$ cat src/rtl/stream_gen_pkg.sv
// Shared types and default sizing for the stream_count_gen sequence source.
package stream_gen_pkg;

    typedef enum logic [1:0] {IDLE, SEND, GAP, DONE} gen_state_t;

    localparam int DEF_WIDTH   = 16;
    localparam int DEF_MAX_LEN = 1024;
    localparam int DEF_GAP_W   = 8;

endpackage

$ cat src/rtl/stream_count_gen.sv
// Valid/ready source emitting seed, seed+step, ... for a programmed length,
// with optional idle gaps between words and an early-abort control.
module stream_count_gen
    import stream_gen_pkg::*;
#(
    parameter int WIDTH   = DEF_WIDTH,
    parameter int MAX_LEN = DEF_MAX_LEN,
    parameter int LEN_W   = $clog2(MAX_LEN + 1),
    parameter int GAP_W   = DEF_GAP_W
) (
    input  logic             i_clock,
    input  logic             i_reset_n,
    input  logic             i_start,
    input  logic [LEN_W-1:0] i_length,
    input  logic [WIDTH-1:0] i_seed,
    input  logic [WIDTH-1:0] i_step,
    input  logic [GAP_W-1:0] i_gap,
    input  logic             i_abort,
    output logic [WIDTH-1:0] o_out_data,
    output logic             o_out_valid,
    input  logic             i_out_ready,
    output logic             o_busy,
    output logic             o_done,
    output logic [LEN_W-1:0] o_sent_count
);

    localparam logic [LEN_W-1:0] MAX_LEN_V = LEN_W'(MAX_LEN);
    localparam logic [LEN_W-1:0] ONE_LEN   = LEN_W'(1);
    localparam logic [GAP_W-1:0] ONE_GAP   = GAP_W'(1);

    gen_state_t       r_state;
    gen_state_t       w_next;

    logic [WIDTH-1:0] r_data;
    logic [WIDTH-1:0] r_step;
    logic [LEN_W-1:0] r_len;
    logic [LEN_W-1:0] r_sent;
    logic [GAP_W-1:0] r_gap;
    logic [GAP_W-1:0] r_gap_cnt;
    logic             r_abort_pend;
    logic             r_valid;
    logic             r_busy;
    logic             r_done;

    logic             w_hs;
    logic             w_last;
    logic             w_abort;
    logic             w_capture;
    logic [LEN_W-1:0] w_len_sat;

    // r_valid mirrors SEND, so the handshake never depends on a decoded state
    assign w_hs      = r_valid & i_out_ready;
    assign w_last    = ((r_sent + ONE_LEN) == r_len);
    assign w_abort   = r_abort_pend | i_abort;
    assign w_capture = (r_state == IDLE) & i_start;
    assign w_len_sat = (i_length > MAX_LEN_V) ? MAX_LEN_V : i_length;

    always_comb begin
        w_next = r_state;
        case (r_state)
            IDLE: begin
                if (i_start) begin
                    w_next = (w_len_sat == '0) ? DONE : SEND;
                end
            end
            SEND: begin
                if (w_hs) begin
                    if (w_last || w_abort) begin
                        w_next = DONE;
                    end else if (r_gap != '0) begin
                        w_next = GAP;
                    end
                end
            end
            GAP: begin
                if (w_abort) begin
                    w_next = DONE;
                end else if (r_gap_cnt == '0) begin
                    w_next = SEND;
                end
            end
            DONE:    w_next = IDLE;
            default: w_next = IDLE;
        endcase
    end

    // Outputs are registered from the next-state decode so they line up with r_state
    always_ff @(posedge i_clock or negedge i_reset_n) begin
        if (!i_reset_n) begin
            r_state      <= IDLE;
            r_valid      <= 1'b0;
            r_busy       <= 1'b0;
            r_done       <= 1'b0;
            r_abort_pend <= 1'b0;
        end else begin
            r_state <= w_next;
            r_valid <= (w_next == SEND);
            r_busy  <= (w_next != IDLE);
            r_done  <= (w_next == DONE);
            if (w_next == IDLE) begin
                r_abort_pend <= 1'b0;
            end else if (i_abort && (r_state != IDLE)) begin
                r_abort_pend <= 1'b1;
            end
        end
    end

    always_ff @(posedge i_clock or negedge i_reset_n) begin
        if (!i_reset_n) begin
            r_data    <= '0;
            r_step    <= '0;
            r_len     <= '0;
            r_sent    <= '0;
            r_gap     <= '0;
            r_gap_cnt <= '0;
        end else begin
            if (w_capture) begin
                r_data <= i_seed;
                r_step <= i_step;
                r_len  <= w_len_sat;
                r_gap  <= i_gap;
                r_sent <= '0;
            end else if (w_hs) begin
                r_data <= r_data + r_step;
                r_sent <= r_sent + ONE_LEN;
            end

            // Loaded with gap-1 so GAP lasts exactly the captured count of cycles
            if (w_hs) begin
                r_gap_cnt <= r_gap - ONE_GAP;
            end else if ((r_state == GAP) && (r_gap_cnt != '0)) begin
                r_gap_cnt <= r_gap_cnt - ONE_GAP;
            end
        end
    end

    assign o_out_data   = r_data;
    assign o_out_valid  = r_valid;
    assign o_busy       = r_busy;
    assign o_done       = r_done;
    assign o_sent_count = r_sent;

endmodule

$ cat config.mk
export PLATFORM = sky130hd
export DESIGN_NAME = stream_count_gen
export DESIGN_NICKNAME = d
export VERILOG_FILES = /design/src/rtl/stream_gen_pkg.sv /design/src/rtl/stream_count_gen.sv
export SDC_FILE = /design/constraint.sdc
export NUM_CORES = 1
export LEC_CHECK = 0
export CORE_UTILIZATION = 40
export CTS_BUF_LIST = sky130_fd_sc_hd__clkbuf_4
export DETAILED_ROUTE_END_ITERATION = 8
export GPL_TIMING_DRIVEN = 0
export PLACE_DENSITY = 0.67
export SYNTH_ARGS = -nofsm -noshare
export SYNTH_HDL_FRONTEND = slang
export SYNTH_SLANG_ARGS = --single-unit
$ cat constraint.sdc
create_clock -name i_clock -period 2.4 [get_ports i_clock]
set_input_delay 0.48 -clock i_clock [delete_from_list [all_inputs] [get_ports i_clock]]
set_output_delay 0.48 -clock i_clock [all_outputs]
set_load 0.005 [all_outputs]
==> results of run 1 <==
-- synth_stat cells (3+ instances only) --
cell type,number,share of area (%)
o21ai_1,7,0.78
xor2_1,18,3.5
nand3b_1,7,1.2
ha_1,17,4.7
a21oi_1,36,4.0
o22ai_1,3,0.42
a211o_1,4,0.78
and3_1,7,0.97
a22o_1,4,0.78
a211oi_1,7,1.2
nand3_1,8,0.89
dfrtp_1,76,42
xnor2_1,24,4.7
nand4_1,8,1.1
nor2_1,54,4.5
nor3b_1,3,0.50
a31oi_1,9,1.2
nor2b_1,6,0.83
nor4_1,5,0.69
inv_1,5,0.42
o21ai_0,12,1.3
a21o_1,3,0.50
clkbuf_1,19,1.6
nor3_1,14,1.6
nand2_1,125,10
mux2i_1,3,0.67
-- worst reg2reg max path: cells and delay by family, from the launching register on --
| kind | cells | cell delay (ns) |
|---|---|---|
| and+or+nand+nor | 1 | 0.08 |
| adders and majority gates | 1 | 0.35 |
| AOI/OAI and AO/OA | 5 | 1.22 |
| DFF | 1 | 0.44 |
| muxes | 1 | 0.16 |
-- sequential cells by signal, summed over array words and instances (netlist names) --
| signal | flops |
|---|---|
| r_abort_pend | 1 |
| o_out_valid | 1 |
| r_step | 16 |
| o_out_data | 16 |
| o_done | 1 |
| o_busy | 1 |
| r_len | 11 |
| r_state | 2 |
| r_gap_cnt | 8 |
| r_gap | 8 |
| o_sent_count | 11 |
-- final timing paths --
kind,end,cells past startpoint,from
max in group asynchronous,o_out_valid,3,i_reset_n
min,r_step[10],2,r_step[10]
max,o_out_data[15],8,o_out_data[1]
max reg2reg,o_out_data[15],8,o_out_data[1]
min reg2reg,r_step[10],2,r_step[10]
min in group asynchronous,r_step[11],2,i_reset_n
-- cells by family after synthesis --
kind of cell    share of synthesized area [%]
mux                                     1.166
flops                                   42.19
simple gates                            26.01
fa+ha+maj                               5.162
xor+xnor                                8.160
buf+inv                                 2.581
compound gates                          14.74
-- report_power, final --
part	internal [mW]	switching (mW)	total [mW]
Sequential	1.83	0.505	2.34
Combinational	1.90	2.02	3.92
Clock	0.215	0.446	0.661
-- what timing repair did --
| action | CTS | global route |
|---|---|---|
| endpoints found under the setup margin | 17 | 9 |
| gates resized for setup | 16 | 13 |
| buffers inserted | 0 | 9 |
| hold buffers | 1 | 0 |
| pin swaps | 0 | 4 |
| endpoints found under the hold margin | 29 | 0 |
-- metrics by stage --
step           setup TNS (ns)  area (µm²)  cells  util [%]  setup WS [ns]
6_report                    0        5819    776     53.45        0.08387
5_1_grt              -0.02490        5819    776     53.45       -0.01980
4_1_cts                     0        5714    768     52.48        0.02451
3_5_place_dp           -16.39        5559    752     51.06         -1.324
3_3_place_gp          -152.90        5534    751     50.83         -1.815
2_1_floorplan               0        4508    526         -        0.02313
-- layout make-up --
cell class,instances,area share (%)
well taps,140,3.010
flip-flops and latches,76,32.75
multi-input cells,422,43.75
clock inverters,6,0.5375
repair buffers,96,16.36
clock buffers,10,1.290
plain buffers,21,1.978
inverters,5,0.3225
-- layer usage --
| layer | vias to the layer above | track usage (%) |
|---|---|---|
| met5 | - | 0 |
| met4 | 0 | 7.339 |
| met3 | 14 | 2.833 |
| met2 | 114 | 35.94 |
| met1 | 1978 | 26.76 |
| li1 | 2042 | - |
-- cells in the final DEF (no fill, tap or decap), drive strengths merged, types with 2 or more instances in the layout --
cell	count
nor4	6
nand2b	2
a21o	3
a211o	4
mux2	2
o22ai	3
ha	17
buf	14
and2	2
o211a	2
or2	2
nand4	8
o21a	4
a21oi	36
o21ai	19
mux2i	3
o41ai	2
nor3	14
nand2	125
or3	4
a22o	4
a211oi	8
xnor2	24
nor2b	7
clkinv	6
nand3	9
dfrtp	76
nand3b	7
and3	7
xor2	18
nor3b	3
clkbuf	28
inv	5
o21bai	2
nor2	54
clkdlybuf4s50	83
a31oi	9
==> PnR_summary.wiki, run 1 <==
{| class="wikitable"
! Metric !! Value
|-
| Signed area change from the synthesized netlist to the final layout || 29.09%
|-
| Total wire length after detailed routing || 11.77 mm
|-
| Number of max-cap violations || 0
|-
| Chip Width || 108.2 µm
|-
| Worst-Skew Late Latency || 0.42 ns
|-
| # fillers || 1064
|-
| Top cell family by delay on the critical path || compound AO/OA/AOI/OAI gates
|-
| Data arrival time of the critical path || 2.68 ns
|-
| Kind of critical path || flop to flop
|-
| Upper clock frequency limit || 431.8 MHz
|-
| Worst IR Drop VDD || 0.4249 mV
|-
| Layout cell share with drive strength beyond 1 || 8.805%
|-
| Total setup violations reported at the end of the flow || 0
|-
| Cell area power density || 1189 nW/µm²
|-
| Residual DRC || 0
|-
| Nature of the critical path endpoint || flop
|-
| Async SR Flop Fraction || 100.0%
|-
| Sum of net half-perimeters after detailed placement || 8.813 mm
|-
| Antenna violations before repair || 0
|-
| Post-synth design cell area || 4508 µm²
|-
| CTS Buf Count || 9
|-
| Final Slew Violations || 0
|-
| Effective utilization at floorplan || 41.40%
|-
| Highest metal used || met4
|-
| Number of distinct library cell variants in the gate-level netlist after synthesis || 59
|-
| Multi-input combinational cell area || 2546 µm²
|-
| Number of warnings printed during yosys synthesis || 0
|-
| Io pins || 86
|-
| Worst Path Buf+Inv || 0
|-
| Nets in the synthesized netlist || 600
|-
| DRC marker count from the first detailed-route iteration || 187
|-
| Highest cell delay on the worst timing path || 0.44 ns
|-
| Placement row count || 38
|-
| Leftover overflow at the end of global routing || 0
|-
| Transition time of the tightest slew-check pin || 0.5727 ns
|-
| Total power || 6.917 mW
|-
| Vias post-DR || 4148
|-
| Full die area || 11700 µm²
|-
| CTS sink count || 76
|-
| Leakage power of the design || 2.547 nW
|-
| Routed wire length on met2 || 5.860 mm
|-
| Sequential cell area fraction in the yosys report || 42.19%
|-
| Core Box Area || 10890 µm²
|-
| Die Span Y || 108.2 µm
|-
| Final net count || 705
|-
| CP max stage cell || dfrtp_1
|-
| GP Congestion || 0.8794
|-
| Clock Root Buffer || clkbuf_4
|-
| Port-buffer cells || 85
|-
| Worst slew margin relative to its limit || 61.82%
|-
| Number of inserted diodes || 0
|-
| Required time worst endpoint || 2.76 ns
|-
| Vias in the first global route || 3971
|-
| Status || finished, final reports clean
|-
| Hold crit path type || flop to flop
|-
| Ordered list of cells on the worst path || ha_1 > a211oi_2 > o21ai_1 > a31oi_4 > a31oi_1 > mux2i_1 > a211o_1 > nand3_1
|-
| Wire length of the first global-routing pass || 18.87 mm
|-
| Worst slack on hold paths || 0.4956 ns
|-
| Level count of the clock H-tree || 3
|-
| TritonCTS clock tree || done
|-
| Worst-case clock buffer depth || 2
|-
| Via/cell ratio || 5.345
|-
| Type of origin of the critical path || flop
|-
| Routed met3 length || 573 µm
|-
| Synth Register Bits || 76
|-
| Final critical-path required period || 2.316 ns
|-
| Number of flops mapped to enable cells by yosys || 0
|-
| Count of final hold-check violations || 0
|-
| Largest net degree at the start of global routing || 48
|-
| Syn Area/Cell || 8.570 µm²
|-
| Most instantiated flip-flop cell in the synthesis netlist || dfrtp_1
|-
| Area used by sequential logic in the layout || 1906 µm²
|-
| Mean routed wirelength per cell || 15.17 µm
|-
| Worst-case register-to-register setup slack || 0.08 ns
|-
| Portion of the clock cycle consumed by the worst path in the final layout || 96.51%
|-
| Cells after synthesis || 526
|-
| Antenna Violating Nets Remaining || 0
|-
| Clock input transition at the sequential cells of the worst setup and hold paths || 0.12 ns
|-
| Worst setup skew after layout || 0.01366 ns
|-
| First-pass iteration count of the detailed router || 4
|-
| Gr usage total || 20.88%
|-
| Crit-path max FO || 4
|-
| WL met1 || 5.176 mm
|}
(Power assumes the default switching activity.)
==> run 2, diff against run 1 <==
--- a/config.mk
+++ b/config.mk
@@ -7,6 +7,7 @@
 export LEC_CHECK = 0
 export CORE_UTILIZATION = 40
 export CTS_BUF_LIST = sky130_fd_sc_hd__clkbuf_4
+export CTS_CLUSTER_SIZE = 8
 export DETAILED_ROUTE_END_ITERATION = 8
 export GPL_TIMING_DRIVEN = 0
 export PLACE_DENSITY = 0.67
==> results of run 2 <==
Final layout, timing and power as in run 1 (identical DEF).
